### src/rtl/ro_meas_sequencer_pkg.sv
// Shared types and constants for the ring-oscillator measurement sequencer and its UART framer.

package ro_meas_sequencer_pkg;

  typedef enum logic [2:0] {
    StIdle,
    StSel,
    StSettle,
    StWindow,
    StDrain,
    StAccum,
    StSend
  } seq_state_e;

  typedef enum logic [2:0] {
    FrIdle,
    FrWait,
    FrStrobe,
    FrSkip,
    FrFinish
  } fr_state_e;

  localparam logic [7:0] HdrByte = 8'hA5;
  localparam logic       OscInv  = 1'b0;
  localparam logic       OscNand = 1'b1;

  // Packet layout, first byte in the top octet: header, id, avg high, avg low.
  function automatic logic [31:0] pack_pkt(input logic ovf, input logic osc,
                                           input logic [15:0] avg);
    return {HdrByte, ovf, 6'b000000, osc, avg};
  endfunction

endpackage

### src/rtl/meas_tx_framer.sv
// Streams a 4-byte packet through the UART tx handshake; can stop after the byte in flight.

module meas_tx_framer
  import ro_meas_sequencer_pkg::*;
(
  input  logic        clk,
  input  logic        reset,
  input  logic        load_i,
  input  logic [31:0] pkt_i,
  input  logic        abort_i,
  input  logic        tx_busy_i,
  output logic        tx_start_o,
  output logic [7:0]  tx_data_o,
  output logic        pkt_done_o,
  output logic        stopped_o
);

  fr_state_e   state_q;
  logic [31:0] pkt_q;
  logic [1:0]  idx_q;
  logic        abort_q;
  logic        stop;

  assign stop = abort_i | abort_q;

  always_ff @(posedge clk) begin
    if (reset) begin
      state_q    <= FrIdle;
      pkt_q      <= '0;
      idx_q      <= '0;
      abort_q    <= 1'b0;
      tx_start_o <= 1'b0;
      tx_data_o  <= '0;
      pkt_done_o <= 1'b0;
      stopped_o  <= 1'b0;
    end else begin
      tx_start_o <= 1'b0;
      pkt_done_o <= 1'b0;
      stopped_o  <= 1'b0;
      abort_q    <= (state_q != FrIdle) && stop;
      unique case (state_q)
        FrIdle: begin
          if (load_i) begin
            pkt_q   <= pkt_i;
            idx_q   <= '0;
            state_q <= FrWait;
          end
        end
        FrWait: begin
          if (stop) begin
            stopped_o <= 1'b1;
            state_q   <= FrIdle;
          end else if (!tx_busy_i) begin
            tx_start_o <= 1'b1;
            tx_data_o  <= pkt_q[31:24];
            pkt_q      <= {pkt_q[23:0], 8'h00};
            state_q    <= FrStrobe;
          end
        end
        // The UART may not raise busy until after the strobe, so two cycles are ignored.
        FrStrobe: state_q <= FrSkip;
        FrSkip:   state_q <= FrFinish;
        FrFinish: begin
          if (!tx_busy_i) begin
            if (stop) begin
              stopped_o <= 1'b1;
              state_q   <= FrIdle;
            end else if (idx_q == 2'd3) begin
              pkt_done_o <= 1'b1;
              state_q    <= FrIdle;
            end else begin
              idx_q      <= idx_q + 2'd1;
              tx_start_o <= 1'b1;
              tx_data_o  <= pkt_q[31:24];
              pkt_q      <= {pkt_q[23:0], 8'h00};
              state_q    <= FrStrobe;
            end
          end
        end
        default: state_q <= FrIdle;
      endcase
    end
  end

endmodule

### src/rtl/ro_meas_sequencer.sv
// Time-shares the edge counter between the inverter and NAND ring oscillators, averages
// 2^NSampLog2 gated windows per oscillator and sends one framed packet per oscillator.

module ro_meas_sequencer
  import ro_meas_sequencer_pkg::*;
#(
  parameter int unsigned CntW      = 16,
  parameter int unsigned Window    = 10000,
  parameter int unsigned Guard     = 4,
  parameter int unsigned NSampLog2 = 3
) (
  input  logic            clk,
  input  logic            reset,
  input  logic            start_i,
  input  logic [1:0]      osc_mask_i,
  input  logic            abort_i,
  input  logic [CntW-1:0] cnt_value_i,
  input  logic            tx_busy_i,
  output logic            en_inv_o,
  output logic            en_nand_o,
  output logic            osc_sel_o,
  output logic            cnt_clear_o,
  output logic            tx_start_o,
  output logic [7:0]      tx_data_o,
  output logic            busy_o,
  output logic            done_o
);

  localparam int unsigned AccW     = CntW + NSampLog2;
  localparam int unsigned TimerMax = (Window > Guard) ? Window : Guard;
  localparam int unsigned TimerW   = $clog2(TimerMax);
  localparam int unsigned IdxW     = (NSampLog2 > 0) ? NSampLog2 : 1;

  localparam logic [TimerW-1:0] WinLast   = TimerW'(Window - 1);
  localparam logic [TimerW-1:0] GuardLast = TimerW'(Guard - 1);
  localparam logic [TimerW-1:0] ClearAt   = TimerW'(Guard - 2);
  localparam logic [IdxW-1:0]   IdxLast   = IdxW'((1 << NSampLog2) - 1);

  seq_state_e        state_q;
  logic [1:0]        mask_q;
  logic [IdxW-1:0]   idx_q;
  logic [TimerW-1:0] timer_q;
  logic [AccW-1:0]   acc_q;
  logic              ovf_q;
  logic              en_inv_q;
  logic              en_nand_q;
  logic              osc_sel_q;
  logic              cnt_clear_q;
  logic              busy_q;
  logic              done_q;

  logic [AccW-1:0]   acc_sum;
  logic              ovf_sum;
  logic [15:0]       avg16;
  logic              last_sample;
  logic [1:0]        mask_rem;
  logic              fr_load;
  logic [31:0]       fr_pkt;
  logic              fr_pkt_done;
  logic              fr_stopped;

  assign acc_sum     = acc_q + AccW'(cnt_value_i);
  assign ovf_sum     = ovf_q | (&cnt_value_i);
  // Truncating average, zero-extended or cut to the 16-bit packet field.
  assign avg16       = 16'(acc_sum >> NSampLog2);
  assign last_sample = (idx_q == IdxLast);
  assign mask_rem    = (osc_sel_q == OscNand) ? {1'b0, mask_q[0]} : {mask_q[1], 1'b0};
  assign fr_load     = (state_q == StAccum) && last_sample && !abort_i;
  assign fr_pkt      = pack_pkt(ovf_sum, osc_sel_q, avg16);

  meas_tx_framer u_framer (
    .clk        (clk),
    .reset      (reset),
    .load_i     (fr_load),
    .pkt_i      (fr_pkt),
    .abort_i    (abort_i),
    .tx_busy_i  (tx_busy_i),
    .tx_start_o (tx_start_o),
    .tx_data_o  (tx_data_o),
    .pkt_done_o (fr_pkt_done),
    .stopped_o  (fr_stopped)
  );

  always_ff @(posedge clk) begin
    if (reset) begin
      state_q     <= StIdle;
      mask_q      <= '0;
      idx_q       <= '0;
      timer_q     <= '0;
      acc_q       <= '0;
      ovf_q       <= 1'b0;
      en_inv_q    <= 1'b0;
      en_nand_q   <= 1'b0;
      osc_sel_q   <= 1'b0;
      cnt_clear_q <= 1'b0;
      busy_q      <= 1'b0;
      done_q      <= 1'b0;
    end else begin
      cnt_clear_q <= 1'b0;
      done_q      <= 1'b0;
      // SEND aborts are handled by the framer so the byte in flight can finish.
      if (abort_i && (state_q inside {StSel, StSettle, StWindow, StDrain, StAccum})) begin
        state_q   <= StIdle;
        mask_q    <= '0;
        en_inv_q  <= 1'b0;
        en_nand_q <= 1'b0;
        busy_q    <= 1'b0;
      end else begin
        unique case (state_q)
          StIdle: begin
            if (start_i && !abort_i && (osc_mask_i != 2'b00)) begin
              mask_q  <= osc_mask_i;
              busy_q  <= 1'b1;
              state_q <= StSel;
            end
          end
          StSel: begin
            osc_sel_q <= mask_q[0] ? OscInv : OscNand;
            idx_q     <= '0;
            acc_q     <= '0;
            ovf_q     <= 1'b0;
            timer_q   <= '0;
            state_q   <= StSettle;
          end
          StSettle: begin
            if (timer_q == GuardLast) begin
              timer_q   <= '0;
              en_inv_q  <= (osc_sel_q == OscInv);
              en_nand_q <= (osc_sel_q == OscNand);
              state_q   <= StWindow;
            end else begin
              timer_q     <= timer_q + TimerW'(1);
              cnt_clear_q <= (timer_q == ClearAt);
            end
          end
          StWindow: begin
            if (timer_q == WinLast) begin
              timer_q   <= '0;
              en_inv_q  <= 1'b0;
              en_nand_q <= 1'b0;
              state_q   <= StDrain;
            end else begin
              timer_q <= timer_q + TimerW'(1);
            end
          end
          StDrain: begin
            if (timer_q == GuardLast) begin
              timer_q <= '0;
              state_q <= StAccum;
            end else begin
              timer_q <= timer_q + TimerW'(1);
            end
          end
          StAccum: begin
            acc_q <= acc_sum;
            ovf_q <= ovf_sum;
            if (last_sample) begin
              state_q <= StSend;
            end else begin
              idx_q   <= idx_q + IdxW'(1);
              state_q <= StSettle;
            end
          end
          StSend: begin
            if (fr_pkt_done) begin
              mask_q <= mask_rem;
              if (mask_rem != 2'b00) begin
                state_q <= StSel;
              end else begin
                state_q <= StIdle;
                busy_q  <= 1'b0;
                done_q  <= 1'b1;
              end
            end else if (fr_stopped) begin
              state_q <= StIdle;
              mask_q  <= '0;
              busy_q  <= 1'b0;
            end
          end
          default: state_q <= StIdle;
        endcase
      end
    end
  end

  assign en_inv_o    = en_inv_q;
  assign en_nand_o   = en_nand_q;
  assign osc_sel_o   = osc_sel_q;
  assign cnt_clear_o = cnt_clear_q;
  assign busy_o      = busy_q;
  assign done_o      = done_q;

endmodule

### config.mk
export PLATFORM = sky130hd
export DESIGN_NAME = ro_meas_sequencer
export DESIGN_NICKNAME = d
export VERILOG_FILES = /design/src/rtl/ro_meas_sequencer_pkg.sv /design/src/rtl/meas_tx_framer.sv /design/src/rtl/ro_meas_sequencer.sv
export SDC_FILE = /design/constraint.sdc
export NUM_CORES = 1
export LEC_CHECK = 0
export ABC_CLOCK_PERIOD_IN_PS = 2800
export CAP_MARGIN = 40
export CORE_ASPECT_RATIO = 0.75
export CORE_MARGIN = 2
export CORE_UTILIZATION = 59
export DETAILED_ROUTE_END_ITERATION = 8
export PLACE_DENSITY = 0.91
export SYNTH_ARGS = -nofsm -noshare
export SYNTH_HDL_FRONTEND = slang
export SYNTH_SLANG_ARGS = --single-unit
### constraint.sdc
create_clock -name clk -period 2.8 [get_ports clk]
set_clock_uncertainty 0.2 [all_clocks]
set_input_delay 0.28 -clock clk [delete_from_list [all_inputs] [get_ports clk]]
set_output_delay 0.28 -clock clk [all_outputs]
set_load 0.02 [all_outputs]
==> impl_metrics.toml, run 1 <==
[finish]
area_growth_pct = 18.33
drive_gt1_share_pct = 11.11
fillCellCount = 612
diodes = 0
multi_input_area_um2 = 2854
fin_cells = 762
fin_util_pct = 73.18
final_nets = 698
ff_latch_area_um2 = 1942

[floorplanning]
dieWidth_um = 110.1
core_um2 = 8058
ios = 38
die_y_um = 83.59
rows = 28
die-area_um2 = 9205
start_util_pct = 61.85

[grt]
grt_max_degree = 37
grt_usage_pct = 28.68
grt_pass1_wl_um = 21040
gr-total-overflow = 0
antenna_found_initial = 1
grt_pass1_vias = 4476

[placed_design]
dp_cells = 747
routabilityCongestion = 0.9590
portBuffers = 37
pre_cts_ws_ps = -413.6
dp_hpwl_um = 9177

[routing]
wl_per_cell_um = 16.66
finalWirelength_um = 12700
ant_nets = 0
drtIter0Drc = 481
drc_errors = 0
first_pass_iters = 6
via_count = 4718
vias_per_cell = 6.192

[clock_tree]
clock_latency_ps = 340
cts_hold_repair.buffers = 0
clk_pin_slew_ps = 60
clkSinkCount = 97
cts_buffers = 9
cts_root_buf = "clkbuf_16"
clock_path_buffers = 2
cts_tree = "built"
htreeDepth = 3

[setup_path]
slowest_stage = "clkdlybuf4s50_1"
crit_path_end_kind = "register"
critPathLaunchType = "input port"
path_class = "input port to register"
crit_fanout = 4
crit_chain = "clkdlybuf4s50_1 > ha_1 > a21o_1 > nand4_1 > a211oi_2 > o211ai_1 > a31o_2 > or3_1 > a31oi_1"
crit_required_ps = 2870
crit_family = "compound AO/OA/AOI/OAI gates"
crit_buf_inv = 1
crit_path_max_incr_delay_ps = 490
cp.arrival_ps = 2710

[timing]
whs_ps = 79.15
hold_viol_final = 0
timing.final.ws_setup_ps = 157.3
maxSlewHeadroom_pct = 65.66
drv_slew = 0
worst_pin_slew_ps = 514.4
setup_viol = 0
min_period_ps = 2643
max_freq_mhz = 378.4
finalCritPeriodShare_pct = 94.38
rsz0062_at_grt = "false"

[synth]
postSynthCellCount = 608
syn_nets = 653
synth_seq_cells = 97
synth_area_um2 = 4984
synth_seq_area_share_pct = 38.97
synth_edf_count = 0
avgSynthCellArea_um2 = 8.197
async_reset_ff_share_pct = 0
synth.distinct_cells = 64
ys.flop_type = "dfxtp_1"
yosys_warnings = 0

[outcome]
status = "finished, final reports clean"

[power]
vdd_drop_max_mv = 0.4575
power_density_nw_per_um2 = 549.9
power.total_mw = 3.243
p_leak_nw = 2.178

[hold_path]
hold_class = "input port to register"

[run]
drv_cap = 0
==> cell usage after synthesis, types with 6 or more instances <==
cell	number	area (µm²)
o21ai_0	22	110.1
a211oi_1	9	67.56
a21oi_1	54	270.3
nand3_1	25	125.1
nor3_1	18	90.09
nor2_1	80	300.3
o211ai_1	9	67.56
xnor2_1	15	131.4
or3_1	6	37.54
a22oi_1	25	187.7
dfxtp_1	97	1942
nand4_1	11	68.82
nand3b_1	6	45.04
nor2b_1	9	56.30
xor2_1	15	131.4
clkbuf_1	27	101.4
ha_1	21	262.8
inv_1	10	37.54
nand2_1	63	236.5
a21o_1	7	52.55
==> through the flow <==
stage	area (µm²)	setup TNS, ps
final	5897	0
after global routing	5897	0
after CTS	5886	0
after detailed placement	5589	-3487
after global placement	5589	-1508
after floorplan	4984	0
==> layout make-up <==
type,instances,area share [%]
multi-input cells,462,48.40
flip-flops and latches,97,32.93
repair buffers,73,10.78
clock buffers,11,4.116
well taps,105,2.228
clock inverters,4,0.9124
inverters,10,0.6365
==> report_power, final <==
group / leakage (nW) / total [mW] / switching, mW / internal [mW]
clock network: 0.138 / 1.22 / 0.510 / 0.713
logic: 1.26 / 0.546 / 0.323 / 0.223
registers: 0.782 / 1.47 / 0.0603 / 1.41
total: 2.18 / 3.24 / 0.893 / 2.35
==> what timing repair did <==
item,4_1_cts,5_1_grt
endpoints found under the setup margin,2,7
pin swaps,0,0
resized for setup,1,4
setup buffers,0,0
==> final timing paths <==
| path | endpoint | cells past startpoint | slack (ps) | startpoint |
|---|---|---|---|---|
| setup / recovery | acc_q[17]$_SDFFE_PP0N_ | 9 | 160 | cnt_value_i[1] |
| hold / removal | idx_q[1]$_SDFFE_PP0P_ | 2 | 80 | reset |
| setup reg to reg | u_framer.pkt_q[11]$_SDFFE_PP0P_ | 10 | 240 | acc_q[0]$_SDFFE_PP0N_ |
| hold reg to reg | u_framer.tx_data_o[0]$_SDFFE_PP0P_ | 2 | 260 | u_framer.pkt_q[24]$_SDFFE_PP0P_ |
==> cells in the final DEF, fill, tap and decap left out, types with 4 or more instances in the layout <==
cell type        instances
or3_1                    6
nand2_1                 63
inv_1                   10
clkbuf_16                9
nor2b_1                  9
a31oi_1                  5
a21o_1                   7
xor2_1                  15
a211oi_1                 8
a22oi_1                 25
ha_1                    21
buf_4                   36
nand3b_1                 6
nand3_1                 25
clkdlybuf4s50_1         36
xnor2_1                 15
nand4_1                 11
nor2_1                  80
a21oi_1                 54
nand2b_1                 4
nor4_1                   4
o211ai_1                 9
nor3_1                  18
and3_1                   4
o21ai_0                 20
dfxtp_1                 97
==> kinds of logic after synthesis <==
| logic type | Yosys count | share of synthesized area [%] |
|---|---|---|
| compound gates | 153 | 20.11 |
| mux | 3 | 0.6528 |
| fa+ha+maj | 22 | 5.674 |
| flops | 97 | 38.97 |
| xor+xnor | 30 | 5.273 |
| simple gates | 254 | 25.33 |
| buf+inv | 49 | 3.992 |
==> registers in the layout, summed over array words and instances (netlist names), 2 cells and up <==
signal              count
mask_q                  2
idx_q                   3
acc_q                  19
u_framer.idx_q          2
state_q                 3
u_framer.state_q        3
timer_q                14
u_framer.pkt_q         32
u_framer.tx_data_o      8
==> metal layers <==
| layer | track usage, % | vias to the layer above | share of wire (%) |
|---|---|---|---|
| met2 | 44.34 | 206 | 47 |
| li1 | - | 2282 | - |
| met4 | 9.773 | 0 | 1.9 |
| met1 | 38.58 | 2198 | 43 |
| met5 | 0 | - | 0 |
| met3 | 7.572 | 32 | 8.3 |
No activity file was read; power rests on OpenSTA's default activity.
==> inputs of run 2 (changes only) <==
CORE_UTILIZATION = 40   (was 59)
PLACE_DENSITY = 0.69   (was 0.91)
==> run 2 against run 1 <==
  * First-iteration DRC count is 5.8% lower
  * Global-route usage fell by 9.1 points
  * Final area is 2.6% higher
  * Total power up 1.3%
  * Largest cell class unchanged
  * Combinational power is 2% higher
  * Flip-flop and latch count unchanged
  * Sequential share of layout area down 0.83 points
  * Via count fell by 2.5%
==> impl_metrics.toml, run 2 (synthesis results as in run 1) <==
[outcome]
status = "finished, final reports clean"

[setup_path]
slowest_stage = "clkdlybuf4s50_1"
crit_buf_inv = 2
path_class = "input port to register"
crit_path_end_kind = "register"
crit_fanout = 3
crit_chain = "clkdlybuf4s50_1 > ha_1 > fa_1 > a211oi_2 > o21ai_2 > buf_4 > a41o_1 > o21ai_1 > xnor2_1 > nor2_1 > nor4_1"
crit_required_ps = 2850
cp.arrival_ps = 2770
crit_family = "compound AO/OA/AOI/OAI gates"
critPathLaunchType = "input port"
crit_path_max_incr_delay_ps = 440

[placed_design]
dp_cells = 817
portBuffers = 37
routabilityCongestion = 0.9024
dp_hpwl_um = 9118

[grt]
grt_pass1_vias = 4292
grt_usage_pct = 19.58
gr-total-overflow = 0
grt_max_degree = 62
grt_pass1_wl_um = 21080
antenna_found_initial = 0

[timing]
maxSlewHeadroom_pct = 59.98
max_freq_mhz = 367.9
setup_viol = 0
hold_viol_final = 0
drv_slew = 0
worst_pin_slew_ps = 600.3
finalCritPeriodShare_pct = 97.08
min_period_ps = 2718

[hold_path]
hold_class = "input port to register"

[routing]
first_pass_iters = 5
finalWirelength_um = 12700
drc_errors = 0
drtIter0Drc = 453
wl_per_cell_um = 15.24
vias_per_cell = 5.520
ant_nets = 0
via_count = 4598

[floorplanning]
core_um2 = 12220
dieWidth_um = 132.9
die_y_um = 100.7
rows = 35
ios = 38
start_util_pct = 40.79
die-area_um2 = 13380

[finish]
largest_register_ffs = 32
diodes = 0
regMostFlops = "u_framer.pkt_q"
fin_cells = 833
reg.largest.list = "u_framer.pkt_q: 32 flops, acc_q: 19 flops, timer_q: 14 flops"
area_growth_pct = 21.39
fillCellCount = 1152
layout.cells.most_common = "dfxtp_1"
drive_gt1_share_pct = 12.44
final_nets = 707
final_cell_mix = "dfxtp_1, nor2_1, nand2_1"

[power]
power.total_mw = 3.284
vdd_drop_max_mv = 0.2993
p_leak_nw = 2.237
power_density_nw_per_um2 = 542.9

[run]
drv_cap = 0

[clock_tree]
clkSinkCount = 97
cts_tree = "built"
clock_path_buffers = 2
clk_pin_slew_ps = 70
htreeDepth = 3
cts_root_buf = "clkbuf_16"
cts_setup_buffers = 0
cts_buffers = 9
clock_latency_ps = 340
cts_hold_repair.buffers = 0
==> run 2: path summary, 6_finish.rpt <==
check	startpoint	endpoint	slack (ps)	cells past startpoint
min reg2reg	acc_q[2]$_SDFFE_PP0N_	acc_q[2]$_SDFFE_PP0N_	260	2
min	reset	idx_q[2]$_SDFFE_PP0P_	130	2
max	cnt_value_i[0]	u_framer.pkt_q[11]$_SDFFE_PP0P_	80	11
max reg2reg	acc_q[0]$_SDFFE_PP0N_	u_framer.pkt_q[11]$_SDFFE_PP0P_	160	10
==> run 2: layout make-up <==
class                           instances  area [µm²]  area share [%]
Timing Repair Buffer                   82       703.2           11.62
Sequential cell                        97        1942           32.10
Inverter                               10       37.54          0.6205
Clock inverter                          6       65.06           1.075
Multi-Input combinational cell        462        2855           47.20
Clock buffer                           10       239.0           3.950
Tap cell                              166       207.7           3.433
==> run 2: worst reg2reg max path: stages, from the launching register on <==
cell      delay, ps
dfxtp_1         330
ha_1            210
fa_1            440
a211oi_2        270
o21ai_2         100
buf_4           150
a41o_1          260
o21ai_1         170
xnor2_1         190
nor2_1           80
nor4_1          140
==> run 2: routing by layer <==
metal,vias up,track usage (%),wire length [µm]
li1,2291,-,-
met1,2157,28.79,6569
met2,136,28.70,5275
met3,14,4.625,684
met4,0,5.128,166
met5,-,0,0
==> run 2: metrics by stage <==
| stage | setup slack, ps | TNS [ps] | util [%] | instance area (µm²) | hold WS (ps) |
|---|---|---|---|---|---|
| after global routing | -22.88 | -22.88 | 49.51 | 6050 | 166.1 |
| after CTS | 69.04 | 0 | 49.41 | 6037 | 118.1 |
| after global placement | -228.0 | -1304 | 46.92 | 5733 | 245.4 |
| after floorplan | 320.6 | 0 | - | 4984 | 228.3 |
| final | 81.73 | 0 | 49.51 | 6050 | 128.1 |
| after detailed placement | -343.5 | -2889 | 46.92 | 5733 | 249.1 |
==> run 2: report_power, final <==
| group | switching [mW] | total, mW | internal, mW |
|---|---|---|---|
| sequential | 0.0546 | 1.47 | 1.41 |
| clock | 0.543 | 1.26 | 0.719 |
| combinational | 0.330 | 0.555 | 0.224 |
==> run 2: timing repair <==
action / 4_1_cts / 5_1_grt
resized for setup: 1 / 3
gates cloned: 0 / 0
setup endpoints to repair: 1 / 5
==> inputs of run 3 (changes only) <==
CELL_PAD_IN_SITES_DETAIL_PLACEMENT = 0   (was unset)
CELL_PAD_IN_SITES_GLOBAL_PLACEMENT = 1   (was unset)
PLACE_DENSITY = 0.84   (was 0.69)
==> run 3 against run 2 <==
  * First-iteration DRC count fell by 5.3%
  * Count of clock-buffer cells in the layout rose by 1
  * Register-to-register slack improved by 40 ps
  * Critical path type unchanged
  * Largest power group unchanged
  * Final area up 0.97%
  * Largest cell class unchanged
  * Flip-flop and latch count did not move
  * Critical endpoint is now u_framer.pkt_q[13]$_SDFFE_PP0P_
==> impl_metrics.toml, run 3 (synthesis results as in run 1) <==
[outcome]
status = "finished, final reports clean"

[clock_tree]
clkSinkCount = 97
htreeDepth = 3
cts_buffers = 9
clock_latency_ps = 340
cts_tree = "built"
cts_setup_buffers = 0
clk_pin_slew_ps = 70
clock_path_buffers = 2
cts_root_buf = "clkbuf_16"

[timing]
max_freq_mhz = 374.1
worst_pin_slew_ps = 602.7
timing.setup.tns_ps = 0
timing.final.ws_setup_ps = 127.2
finalCritPeriodShare_pct = 95.46
hold_viol_final = 0
drv_slew = 0
whs_ps = 168.1
maxSlewHeadroom_pct = 59.82
setup_viol = 0
min_period_ps = 2673

[finish]
layout.cells.most_common = "dfxtp_1"
largest_register_ffs = 32
regMostFlops = "u_framer.pkt_q"
fin_cells = 841
area_growth_pct = 22.57
fin_util_pct = 49.99
final_nets = 715
drive_gt1_share_pct = 13.19
final_cell_mix = "dfxtp_1, nor2_1, nand2_1"
fin_area_um2 = 6108
diodes = 0
reg.largest.list = "u_framer.pkt_q: 32 flops, acc_q: 19 flops, timer_q: 14 flops"

[grt]
grt_pass1_vias = 4316
gr-total-overflow = 0
grt_pass1_wl_um = 21540
grt_usage_pct = 19.87
antenna_found_initial = 0
grt_max_degree = 62

[power]
p_sw_uw = 893.4
vdd_drop_max_mv = 0.3779
power_density_nw_per_um2 = 533.0
seq_power_share_pct = 45.4
switching_share_pct = 27.44
pwr-share-clk_pct = 37.8
power.total_mw = 3.256
p_int_mw = 2.363
comb_power_share_pct = 16.8
p_leak_nw = 2.273

[routing]
finalWirelength_um = 12850
vias_per_cell = 5.459
drc_errors = 0
drtIter0Drc = 429
ant_nets = 0
via_count = 4591
first_pass_iters = 6
wl_per_cell_um = 15.28

[setup_path]
critPathLaunchType = "input port"
crit_fanout = 3
slowest_stage = "clkdlybuf4s50_1"
cp.arrival_ps = 2700
crit_path_end_kind = "register"
crit_chain = "clkdlybuf4s50_1 > ha_1 > fa_1 > a211oi_2 > o21ai_2 > a41oi_1 > o21ai_1 > xor2_1 > a221oi_1 > nor2_1"
path_class = "input port to register"
crit_required_ps = 2830
crit_path_max_incr_delay_ps = 430
reg2reg_depth = 9

[placed_design]
routabilityCongestion = 0.8923
dp_cells = 825
placed_area_um2 = 5806
dp_hpwl_um = 9424
pre_cts_ws_ps = -284.1
portBuffers = 37

[floorplanning]
core_um2 = 12220
die-area_um2 = 13380
ios = 38
dieWidth_um = 132.9
rows = 35
die_y_um = 100.7
start_util_pct = 40.79

[hold_path]
hold_class = "input port to register"
min_path_cells = 2

[run]
drv_cap = 0
==> run 3: power by group through the flow <==
stage	registers (mW)	logic [mW]	clock network (mW)
detailed placement	1.51	0.543	0
finish	1.48	0.548	1.23
CTS	1.48	0.546	1.26
floorplan	1.48	0.396	0
global placement	1.50	0.535	0
global route	1.49	0.605	1.32
==> run 3: cell type report <==
cell class,instances,area (µm²)
Fill cell,1165,6110
Multi-Input combinational cell,462,2848
Sequential cell,97,1942
Timing Repair Buffer,90,775.7
Clock buffer,11,242.7
Tap cell,166,207.7
Clock inverter,5,55.05
Inverter,10,37.54
==> run 3: routing by layer <==
metal | wire [µm] | GRT usage [%] | share of wire, % | vias to the layer above
met5 | 0 | 0 | 0 | -
met4 | 127 | 4.632 | 0.99 | 0
met3 | 884 | 4.525 | 6.9 | 16
met2 | 5279 | 28.70 | 41 | 143
met1 | 6560 | 29.85 | 51 | 2130
li1 | - | - | - | 2302
==> run 3: critical path: cells and delay by family <==
| kind | cells | cell delay [ps] |
|---|---|---|
| xor+xnor | 1 | 170 |
| simple gates | 1 | 60 |
| fa+ha+maj | 2 | 660 |
| compound gates | 5 | 1100 |
| buf+inv | 1 | 430 |
==> run 3: repair_timing <==
action | in CTS | in global routing
hold buffers | 0 | 0
endpoints found under the setup margin | 0 | 6
resized for setup | 0 | 3
==> run 3: path summary, 6_finish.rpt <==
check                                          start                                 end  slack [ps]
setup reg to reg               acc_q[0]$_SDFFE_PP0N_     u_framer.pkt_q[13]$_SDFFE_PP0P_         200
hold / removal                                 reset               idx_q[2]$_SDFFE_PP0P_         170
hold reg to reg   u_framer.tx_data_o[0]$_SDFFE_PP0P_  u_framer.tx_data_o[0]$_SDFFE_PP0P_         260
setup / recovery                      cnt_value_i[0]     u_framer.pkt_q[13]$_SDFFE_PP0P_         130
